<file path="src/rtl/uart_tx_fifo_if.sv">
// CPU-side push port, UART-side handshake and status bundle for uart_tx_fifo.
// drop_count is present only when UART_TX_FIFO_DROP_CNT_EN is defined.
interface uart_tx_fifo_if #(
  parameter int DEPTH = 16
);
  localparam int AW = $clog2(DEPTH);

  logic          push_valid;
  logic [7:0]    push_data;
  logic          push_ready;
  logic          flush;
  logic          uart_write_enable;
  logic [7:0]    uart_data;
  logic          uart_busy;
  logic          full;
  logic          empty;
  logic [AW:0]   level;
  logic          overrun;
`ifdef UART_TX_FIFO_DROP_CNT_EN
  logic [7:0]    drop_count;

  modport master (
    output push_valid, push_data, flush, uart_busy,
    input  push_ready, uart_write_enable, uart_data, full, empty, level, overrun, drop_count
  );
  modport slave (
    input  push_valid, push_data, flush, uart_busy,
    output push_ready, uart_write_enable, uart_data, full, empty, level, overrun, drop_count
  );
`else
  modport master (
    output push_valid, push_data, flush, uart_busy,
    input  push_ready, uart_write_enable, uart_data, full, empty, level, overrun
  );
  modport slave (
    input  push_valid, push_data, flush, uart_busy,
    output push_ready, uart_write_enable, uart_data, full, empty, level, overrun
  );
`endif
endinterface

</file>
<file path="src/rtl/uart_tx_fifo.sv">
// Byte queue plus drain sequencer feeding a UART transmitter one byte per handshake.
// Optional saturating drop counter enabled by defining UART_TX_FIFO_DROP_CNT_EN.
module uart_tx_fifo #(
  parameter int DEPTH = 16
) (
  input  logic            clk,
  input  logic            rst,
  uart_tx_fifo_if.slave   bus
);
  localparam int AW = $clog2(DEPTH);
  localparam logic [AW:0] FULL_CNT = (AW+1)'(DEPTH);

  typedef enum logic [1:0] {IDLE, ISSUE, WAIT_BUSY, WAIT_DONE} state_t;

  state_t          r_state, w_next;
  logic [7:0]      r_mem [DEPTH];
  logic [AW-1:0]   r_wr_ptr, r_rd_ptr;
  logic [AW:0]     r_count;
  logic            r_overrun;
  logic            r_we;
  logic [7:0]      r_data;
  logic [1:0]      r_guard;

  logic            w_full, w_empty, w_push, w_pop, w_drop;

  assign w_full  = (r_count == FULL_CNT);
  assign w_empty = (r_count == '0);
  // Flush discards a same-cycle push; full is judged on the pre-edge count.
  assign w_push  = bus.push_valid && !w_full && !bus.flush;
  assign w_drop  = bus.push_valid && w_full;
  assign w_pop   = (r_state == IDLE) && !w_empty && !bus.uart_busy;

  always_comb begin
    // NOTE: default first so no path through the case leaves w_next unassigned (no latch).
    w_next = r_state;
    unique case (r_state)
      IDLE:      if (w_pop) w_next = ISSUE;
      ISSUE:     w_next = WAIT_BUSY;
      WAIT_BUSY: begin
        if (bus.uart_busy)        w_next = WAIT_DONE;
        else if (r_guard == 2'd3) w_next = IDLE;
      end
      WAIT_DONE: if (!bus.uart_busy) w_next = IDLE;
      default:   w_next = IDLE;
    endcase
  end

  // NOTE: the storage array has no reset; pointers and count define which entries are valid.
  always_ff @(posedge clk) begin
    if (w_push) r_mem[r_wr_ptr] <= bus.push_data;
  end

  // NOTE: all sequential state uses non-blocking assignments so every register samples pre-edge values.
  always_ff @(posedge clk) begin
    if (rst) begin
      r_state   <= IDLE;
      r_we      <= 1'b0;
      r_data    <= 8'h00;
      r_guard   <= 2'd0;
      r_wr_ptr  <= '0;
      r_rd_ptr  <= '0;
      r_count   <= '0;
      r_overrun <= 1'b0;
    end else begin
      r_state <= w_next;
      r_we    <= (w_next == ISSUE);
      // Counts consecutive idle-busy cycles after a strobe; a lost strobe is not retried.
      r_guard <= (r_state == WAIT_BUSY && !bus.uart_busy) ? r_guard + 2'd1 : 2'd0;
      if (w_pop) r_data <= r_mem[r_rd_ptr];
      if (bus.flush) begin
        r_wr_ptr  <= '0;
        r_rd_ptr  <= '0;
        r_count   <= '0;
        r_overrun <= 1'b0;
      end else begin
        if (w_push) r_wr_ptr <= r_wr_ptr + AW'(1);
        if (w_pop)  r_rd_ptr <= r_rd_ptr + AW'(1);
        if (w_push && !w_pop)      r_count <= r_count + (AW+1)'(1);
        else if (!w_push && w_pop) r_count <= r_count - (AW+1)'(1);
        if (w_drop) r_overrun <= 1'b1;
      end
    end
  end

`ifdef UART_TX_FIFO_DROP_CNT_EN
  logic [7:0] r_drop_cnt;

  always_ff @(posedge clk) begin
    if (rst || bus.flush)                 r_drop_cnt <= 8'h00;
    else if (w_drop && r_drop_cnt != 8'hFF) r_drop_cnt <= r_drop_cnt + 8'h01;
  end

  assign bus.drop_count = r_drop_cnt;
`endif

  assign bus.push_ready        = !w_full;
  assign bus.full              = w_full;
  assign bus.empty             = w_empty;
  assign bus.level             = r_count;
  assign bus.overrun           = r_overrun;
  assign bus.uart_write_enable = r_we;
  assign bus.uart_data         = r_data;
endmodule

</file>
<file path="src/flat_wrapper.sv">
// flat-port wrapper written by rule: the top's interface ports become plain ports
module uart_tx_fifo_flat 
#(
  parameter int DEPTH = 16
)
  (clk, rst, bus_push_valid, bus_push_data, bus_flush, bus_uart_busy, bus_push_ready, bus_uart_write_enable, bus_uart_data, bus_full, bus_empty, bus_level, bus_overrun);
  uart_tx_fifo_if #(.DEPTH(DEPTH)) bus_i ();
  input  logic clk;
  input  logic rst;
  input wire logic [$bits(bus_i.push_valid)-1:0] bus_push_valid;
  input wire logic [$bits(bus_i.push_data)-1:0] bus_push_data;
  input wire logic [$bits(bus_i.flush)-1:0] bus_flush;
  input wire logic [$bits(bus_i.uart_busy)-1:0] bus_uart_busy;
  output wire logic [$bits(bus_i.push_ready)-1:0] bus_push_ready;
  output wire logic [$bits(bus_i.uart_write_enable)-1:0] bus_uart_write_enable;
  output wire logic [$bits(bus_i.uart_data)-1:0] bus_uart_data;
  output wire logic [$bits(bus_i.full)-1:0] bus_full;
  output wire logic [$bits(bus_i.empty)-1:0] bus_empty;
  output wire logic [$bits(bus_i.level)-1:0] bus_level;
  output wire logic [$bits(bus_i.overrun)-1:0] bus_overrun;
  assign bus_i.push_valid = bus_push_valid;
  assign bus_i.push_data = bus_push_data;
  assign bus_i.flush = bus_flush;
  assign bus_i.uart_busy = bus_uart_busy;
  assign bus_push_ready = bus_i.push_ready;
  assign bus_uart_write_enable = bus_i.uart_write_enable;
  assign bus_uart_data = bus_i.uart_data;
  assign bus_full = bus_i.full;
  assign bus_empty = bus_i.empty;
  assign bus_level = bus_i.level;
  assign bus_overrun = bus_i.overrun;
  uart_tx_fifo #(.DEPTH(DEPTH)) u_core (.clk(clk), .rst(rst), .bus(bus_i));
endmodule
</file>
<file path="config.mk">
export PLATFORM = sky130hd
export DESIGN_NAME = uart_tx_fifo_flat
export DESIGN_NICKNAME = d
export VERILOG_FILES = /design/src/rtl/uart_tx_fifo_if.sv /design/src/rtl/uart_tx_fifo.sv /design/src/flat_wrapper.sv
export SDC_FILE = /design/constraint.sdc
export NUM_CORES = 1
export LEC_CHECK = 0
export ABC_AREA = 0
export BUFFER_PORTS_ARGS = -buffer_cell sky130_fd_sc_hd__buf_2
export CAP_MARGIN = 20
export CORE_ASPECT_RATIO = 1.25
export CORE_MARGIN = 2
export CORE_UTILIZATION = 30
export DETAILED_ROUTE_END_ITERATION = 16
export HOLD_SLACK_MARGIN = 0.15
export PLACE_DENSITY = 0.44
export SLEW_MARGIN = 20
export SYNTH_ARGS = -nofsm -noshare
export SYNTH_HDL_FRONTEND = slang
export SYNTH_SLANG_ARGS = --single-unit
</file>
<file path="constraint.sdc">
create_clock -name clk -period 4.7 [get_ports clk]
set_input_delay 0.235 -clock clk [delete_from_list [all_inputs] [get_ports clk]]
set_output_delay 0.235 -clock clk [all_outputs]
set_load 0.02 [all_outputs]
</file>
Yosys cells after proc, flatten, opt, wreduce, memory -nomap -nowiden
Memories as Yosys holds them, arrays and structs flattened. A register that Yosys moved wholly into a read port is not among the register bits.
Cells that the tools add are included.
{ "op_classes": {"addsub": 5, "n_eq_ne": 6, "muxes": 9, "n_bitwise": 1, "n_reduce_logical": 19} }
{ "ops": {"columns": ["operator", "n"], "rows": [
  ["two-way mux 5 bit", 2],
  ["adder 4 x 1 -> 4 bit, second input constant", 2],
  ["logical AND 1 bit", 8],
  ["two-way mux 2 bit", 4],
  ["case mux 2 bit (4 select lines)", 1],
  ["== test 2 bit, second input constant", 3],
  ["zero test 1 bit", 6],
  ["adder 5 x 1 -> 5 bit, second input constant", 1],
  ["== test 5 bit, second input constant", 1],
  ["zero test 5 bit", 1],
  ["subtractor 5 x 1 -> 5 bit, second input constant", 1],
  ["== test 2 x 1 -> 1 bit, second input constant", 2],
  ["OR reduction 2 bit", 2],
  ["adder 2 x 1 -> 2 bit, second input constant", 1],
  ["zero test 2 bit", 1],
  ["two-way mux 1 bit", 2],
  ["nonzero test 2 bit", 1],
  ["inverter 1 bit", 1]
]} }
{ "totals": {"ff_bits": 19, "ram_bits": 128, "word_cells": 48, "mem_count": 1} }
{ "mem_list": {"columns": ["memory", "words", "width", "read_ports", "rd_clocked_by_memory_dff", "wr", "line", "text"], "rows": [
  ["u_core.r_mem", 16, 8, 1, 1, 1, "uart_tx_fifo.sv:16", "logic [7:0] r_mem [DEPTH];"]
]} }

Logic depth before layout (Yosys ltp)
Gate-level depths: netlist (run 1).
{ "logic_depth": {"ltp_word": 8, "depth_mapped": 11} }

Least setup slack after synthesis (run 1)
No wires, ideal clock.
{ "synth_timing": {"path_kind": "register to register", "startpoint": "register u_core.r_count[0] (netlist: u_core.bus.level[0])", "endpoint": "register u_core.r_count[4] (netlist: u_core.bus.level[4])", "setup_time_ns": 0.058, "arrival_ns": 3.007, "required_ns": 4.642, "setup_slack_ns": 1.636, "path_stages_with_launch": 12, "path_buffers": 0, "synth_period_minus_slack_ns": 3.064, "path_cell_list": "dfxtp_1 nor4_4 a2111oi_4 inv_2 ha_1 inv_1 ha_1 nor2b_1 o21a_1 or4_1 a211oi_1 a31o_2"} }
{ "synth_between": {"elab_chain_len": 7, "elab_cells_between_ends": 17} }
{ "synth_lines": {"columns": ["element", "line", "text"], "rows": [
  ["start, declared", "uart_tx_fifo.sv:18", "logic [AW:0] r_count;"],
  ["start signal, assigned", "uart_tx_fifo.sv:78", "if (w_push && !w_pop) r_count <= r_count + (AW+1)'(1);"],
  ["start signal, assigned", "uart_tx_fifo.sv:79", "else if (!w_push && w_pop) r_count <= r_count - (AW+1)'(1);"],
  ["parallel branches: the longest is 7 deep, another holds subtractor 5 x 1 -> 5 bit", null, null]
]} }
Several ways; the timed one is not identified. The select of a mux whose other input is x is not followed.
A chain may end at the register's enable or synchronous reset.

Worst setup path after layout (run 1)
Ends and elaborated chain as after synthesis.

==> results.ini, run 1 <==
[status]
status=completed

[die]
io_pins=31
die_area_um2=21730
die_h_um=164.3
die_x_um=132.3
start_util_pct=30.58
core_area_um2=20170
placementRows=58

[layout]
nets=451
multi_input_area_um2=1672
seqCellArea_um2=4385
drive_above_1_share_pct=19.82
fillCellCount=1975
area_growth_pct=16.86
insertedDiodeCount=0

[power_and_ir_drop]
p_per_area_nw_per_um2=435.6
cellLeakagePower_nw=2.282
p_sw_share_pct=23.35
p_int_mw=2.407
clkPwrFrac_pct=41.2
ir_worst_vdd_mv=0.2446
total_power_mw=3.140
power_switching_uw=733.1
p_comb_share_pct=9.6
seqPwrFrac_pct=49.2

[timing]
slew_violations=0
fmax_mhz=317.8
min_period_ns=3.147
layout_worst_path_cycle_share_pct=66.96
clock_skew_ns=0.006745
rsz0062_at_grt=no
setup-tns-final_ns=0
hold_viol=0
relSlewSlack_pct=34.61
setup_slack_ns=1.553
worst_pin_slew_ns=0.9773
setup-violations-final=0

[worst_setup_path]
crit_top_cell=ha_1
critPathRequiredTime_ns=5.07
end_kind=flop
worstPathArrival_ns=3.52
path_max_fanout=17
slowest_delay_ns=0.47
path_class=flop to flop
crit_family=simple AND/OR/NAND/NOR gates
crit_chain=nor4_4, a2111oi_4, buf_4, inv_2, ha_1, inv_1, ha_1, nor2b_1, o21a_1, or4_1, a211oi_1, a31o_2
cpMaxStageDelayCell=nor4_4
cp-start-kind=flop
path_buf_inv=3

[yosys]
syn-cell-area_um2=6168
ys_warn_count=0
synthCells=388
ys_ff_latch=155
synth_top_family_by_area=multiplexers
synth_nets=412
synth-xor-area-share_pct=1.136
yosys.area_share.simple_pct=6.491
synth.distinct_cells=40
synth-seq-area-share_pct=71.08
avgSynthCellArea_um2=15.90
synth_adder_area_share_pct=2.353
synth_compound_area_share_pct=5.882
synth.mux.area_fraction_pct=11.08

[routing]
vias_per_cell=4.687
routedWlPerCell_um=19.21
drt-initial-drc-count=225
ant_nets=0
num_vias=3323
first_pass_iters=4
drcViolationCount=0
routed_wl_um=13620

[global_routing]
track_usage_pct=13.46
grt_max_degree=23
grt_antenna_before_repair=0
grt_pass1_vias=3384
grt-ovfl-total=0
grt_pass1_wl_um=21050

[clock_network]
clkTransAtPathRegs_ns=0.06
cts_sinks=155
cts_buffer_depth=2
cts_resized=0
h-tree-depth=4
worstSkewPairLatency_ns=0.42
cts_buffers=17
tritoncts=built
cts_root_buf=clkbuf_16

[worst_hold_path]
hold_class=input pin to flop

[job]
cap_violations=0

[placement]
gp_routability_congestion=0.7766
port_buffers=30
dp_hpwl_um=9204
dpl_worst_slack_ns=1.521

## cell usage in the layout, fill, tap and decap left out, types with 3 or more instances in the layout
master         count
a2111oi_0          3
a211oi_1          10
a21oi_1            7
a22oi_1            5
buf_2             30
buf_4              6
clkbuf_16         17
clkinv_1           3
clkinv_2           4
dfxtp_1           26
dlygate4sd3_1      3
edfxtp_1         128
ha_1              10
inv_1              8
mux2i_1           39
mux4_2            13
nand2_1           12
nand2b_1           4
nor2_1            41
nor2b_1            4
nor3_1             8
o22ai_1           19
xnor2_1            3
xor2_1             5
## registers in the layout (all words and copies together) (netlist names)
register and count:
u_core.bus.uart_write_enable 1, u_core.r_rd_ptr 4, u_core.r_guard 2, u_core.bus.level 5
u_core.r_wr_ptr 4, u_core.r_state 2, u_core.r_mem 128, u_core.bus.overrun 1
u_core.bus.uart_data 8
## power groups by stage
stage / combinational [mW] / sequential (mW) / clock (mW)
floorplan: 0.177 / 1.60 / 0
global placement: 0.301 / 1.57 / 0
detailed placement: 0.303 / 1.58 / 0
CTS: 0.307 / 1.55 / 1.32
global route: 0.334 / 1.55 / 1.38
finish: 0.300 / 1.55 / 1.29
## metrics by stage
stage               util, %  hold WS (ns)  cells  instance area [um^2]
finish                35.73        0.2194    709                  7208
global placement      32.83        0.4254    675                  6624
CTS                   35.73        0.2115    709                  7208
floorplan                 -        0.3078    388                  6168
global route          35.73        0.2245    709                  7208
detailed placement    32.83        0.4234    675                  6624
## cell type report
cell class | instances | area share (%)
Clock buffer | 18 | 5.954
Clock inverter | 13 | 1.736
Inverter | 9 | 0.4687
Multi-Input combinational cell | 205 | 23.19
Sequential cell | 155 | 60.84
Tap cell | 270 | 4.687
Timing Repair Buffer | 39 | 3.124
## synth_stat cells, drive strengths merged
cell	n	area, um^2
and2	1	7.510
xnor2	3	26.28
a21o	1	8.760
inv	9	33.78
o22ai	19	118.9
nand3	2	10.01
nand2	12	45.04
xor2	5	43.79
nor2b	4	25.02
nor2	41	153.9
nor4b	1	8.760
nor4	2	27.53
mux2i	39	390.4
nand4	2	12.51
edfxtp	128	3844
a21oi	7	35.03
clkbuf	9	33.78
ha	10	125.1
a2111oi	4	53.81
mux4	13	292.8
or3	1	6.260
or2	1	6.260
nor3	10	50.05
o21a	1	7.510
nand2b	4	25.02
a22oi	5	37.54
buf	10	55.05
fa	1	20.02
or4	1	7.510
o21ai	1	5.000
a211oi	11	87.58
dfxtp	27	540.5
a31o	1	8.760
nand3b	2	15.01
## routing by layer
layer | GRT usage (%) | wire length [um] | up-vias
li1 | - | - | 1571
met1 | 16.62 | 6091 | 1681
met2 | 23.22 | 6897 | 58
met3 | 3.519 | 457 | 13
met4 | 4.106 | 173 | 0
met5 | 0 | 0 | -
## cells by family (layout without fill, tap and decap cells)
family	after synthesis	after routing
mux	52	52
flops	155	155
fa+ha+maj	11	11
compound gates	50	50
simple gates	84	84
buf+inv	28	79
xor+xnor	8	8
## path summary, 6_finish.rpt
kind                             from                   to  slack (ns)  depth (start not counted)
setup / recovery  u_core.bus.level[0]  u_core.bus.level[4]        1.55                         12
hold / removal       bus_push_data[7]   u_core.r_mem[0][7]        0.22                          1
setup reg to reg  u_core.bus.level[0]  u_core.bus.level[4]        1.55                         12
hold reg to reg     u_core.r_guard[0]    u_core.r_guard[0]        0.43                          1
## what timing repair did
item / 4_1_cts / 5_1_grt
buffers inserted: 0 / 0
hold buffers: 3 / 0
hold endpoints to repair: 15 / 0
(Power assumes the default switching activity.)
==> run 2: changes to the inputs <==
Clock period 4.7 ns to 3.15 ns, I/O delays scaled along.
==> results.ini, run 2 (synthesis gave the netlist of run 1 again) <==
[global_routing]
grt_pass1_wl_um=21350  ; was 21050 um
grt_max_degree=25  ; was 23
grt_pass1_vias=3532  ; was 3384
grt-ovfl-total=0  ; unchanged
grt_antenna_before_repair=0  ; unchanged
track_usage_pct=13.57  ; was 13.46%

[layout]
final_core_util_pct=36.81  ; was 35.73%
insertedDiodeCount=0  ; unchanged
final_cell_mix=edfxtp_1, nor2_1, mux2i_1, buf_2  ; was edfxtp_1, nor2_1, mux2i_1, buf_2, dfxtp_1
drive_above_1_share_pct=23.49  ; was 19.82%
area_growth_pct=20.41  ; was 16.86%
largest_register_ffs=128  ; unchanged
max_flop_register=u_core.r_mem  ; unchanged
layout_commonest_cell=edfxtp_1  ; unchanged
nets=475  ; was 451

[power_and_ir_drop]
clkPwrFrac_pct=41.6  ; was 41.2%
p_per_area_nw_per_um2=638.6  ; was 435.6 nW/um^2
p_int_mw=3.639  ; was 2.407 mW
p_comb_share_pct=9.7  ; was 9.6%
cellLeakagePower_nw=2.422  ; was 2.282 nW
p_sw_share_pct=23.26  ; was 23.35%
power_switching_mw=1.103  ; was 733.1 uW
ir_worst_vdd_mv=0.3629  ; was 0.2446 mV
seqPwrFrac_pct=48.7  ; was 49.2%

[worst_setup_path]
critPathRequiredTime_ns=3.51  ; was 5.07 ns
path_max_fanout=7  ; was 17
path_class=flop to flop  ; unchanged
worstPathArrival_ns=3.33  ; was 3.52 ns
end_kind=flop  ; unchanged
reg2reg_slack_ns=0.18  ; was 1.55 ns
cp-start-kind=flop  ; unchanged

[clock_network]
cts_sinks=155  ; unchanged
tritoncts=built  ; unchanged
cts_buffer_depth=2  ; unchanged
cts_resized=0  ; unchanged
clkTransAtPathRegs_ns=0.06  ; about the same
cts_buffers=17  ; unchanged
worstSkewPairLatency_ns=0.42  ; about the same
cts_root_buf=clkbuf_16  ; unchanged
h-tree-depth=4  ; unchanged

[timing]
clock_skew_ns=0.007632  ; was 0.006745 ns
hold_viol=0  ; unchanged
fmax_mhz=337.0  ; was 317.8 MHz
relSlewSlack_pct=49.95  ; was 34.61%
setup-tns-final_ns=0  ; unchanged
layout_worst_path_cycle_share_pct=94.19  ; was 66.96%
slew_violations=0  ; unchanged
rsz0062_at_grt=no  ; unchanged
min_period_ns=2.967  ; was 3.147 ns
worst_pin_slew_ns=0.7491  ; was 0.9773 ns
setup-violations-final=0  ; unchanged
worst_hold_slack_ns=0.1621  ; was 0.2194 ns

[routing]
first_pass_iters=4  ; unchanged
ant_nets=0  ; unchanged
vias_per_cell=4.715  ; was 4.687
routedWlPerCell_um=18.81  ; was 19.21 um
routed_wl_um=13800  ; was 13620 um
num_vias=3461  ; was 3323
drcViolationCount=0  ; unchanged
drt-initial-drc-count=215  ; was 225

[placement]
gp_routability_congestion=0.7681  ; was 0.7766
port_buffers=30  ; unchanged
dp_hpwl_um=9471  ; was 9204 um

[die]
die_x_um=132.3  ; unchanged
io_pins=31  ; unchanged
core_area_um2=20170  ; unchanged
placementRows=58  ; unchanged
die_area_um2=21730  ; unchanged
start_util_pct=30.58  ; unchanged
die_h_um=164.3  ; unchanged

[job]
cap_violations=0  ; unchanged

[status]
status=completed  ; unchanged

[worst_hold_path]
hold_class=input pin to flop  ; unchanged

==> run 2: worst paths after layout <==
kind | depth (start not counted) | endpoint | from
min | 1 | u_core.r_mem[12][4] | bus_push_data[4]
max | 11 | u_core.bus.level[4] | u_core.bus.level[0]
max reg2reg | 11 | u_core.bus.level[4] | u_core.bus.level[0]
min reg2reg | 1 | u_core.r_guard[0] | u_core.r_guard[0]
==> run 2: critical path: stages, from the launching register on <==
cell	delay, ns
dfxtp_1	0.37
nor4_4	0.46
a2111oi_4	0.14
inv_2	0.16
ha_1	0.23
inv_1	0.10
ha_1	0.31
nor2b_1	0.16
o21a_1	0.17
or4_1	0.43
a211oi_1	0.25
a31o_2	0.13
==> run 2: power groups by stage <==
stage | Clock, mW | Sequential [mW] | Combinational, mW
global route | 2.11 | 2.31 | 0.515
global placement | 0 | 2.35 | 0.456
floorplan | 0 | 2.39 | 0.264
detailed placement | 0 | 2.35 | 0.465
CTS | 2.02 | 2.31 | 0.472
finish | 1.97 | 2.31 | 0.462
==> run 2: layout make-up <==
class / count / area [um^2]
multi-input cells: 205 / 1662
well taps: 270 / 337.8
inverters: 9 / 33.78
fillers: 1974 / 12750
clock inverters: 7 / 48.80
clock buffers: 25 / 534.3
flip-flops and latches: 155 / 4385
repair buffers: 63 / 425.4
==> run 2: timing repair <==
| action | in CTS | in global routing |
|---|---|---|
| hold buffers | 6 | 0 |
| hold endpoints to repair | 52 | 0 |
| buffers inserted | 0 | 0 |
==> run 2: per-stage QoR <==
stage                     power [mW]  area, um^2  instances  setup WS (ns)
after floorplan                2.652        6168        388        0.08562
after global placement         2.807        6784        696         0.2177
after detailed placement       2.818        6784        696         0.1393
after CTS                      4.804        7427        734         0.1307
after global routing           4.940        7427        734        0.01962
final                          4.743        7427        734         0.1829
==> run 2: routing by layer <==
metal	global-route usage [%]	wire (um)	vias to the layer above
li1	-	-	1620
met3	3.241	400	22
met2	22.28	6802	64
met5	0	0	-
met4	5.767	370	0
met1	17.26	6229	1755
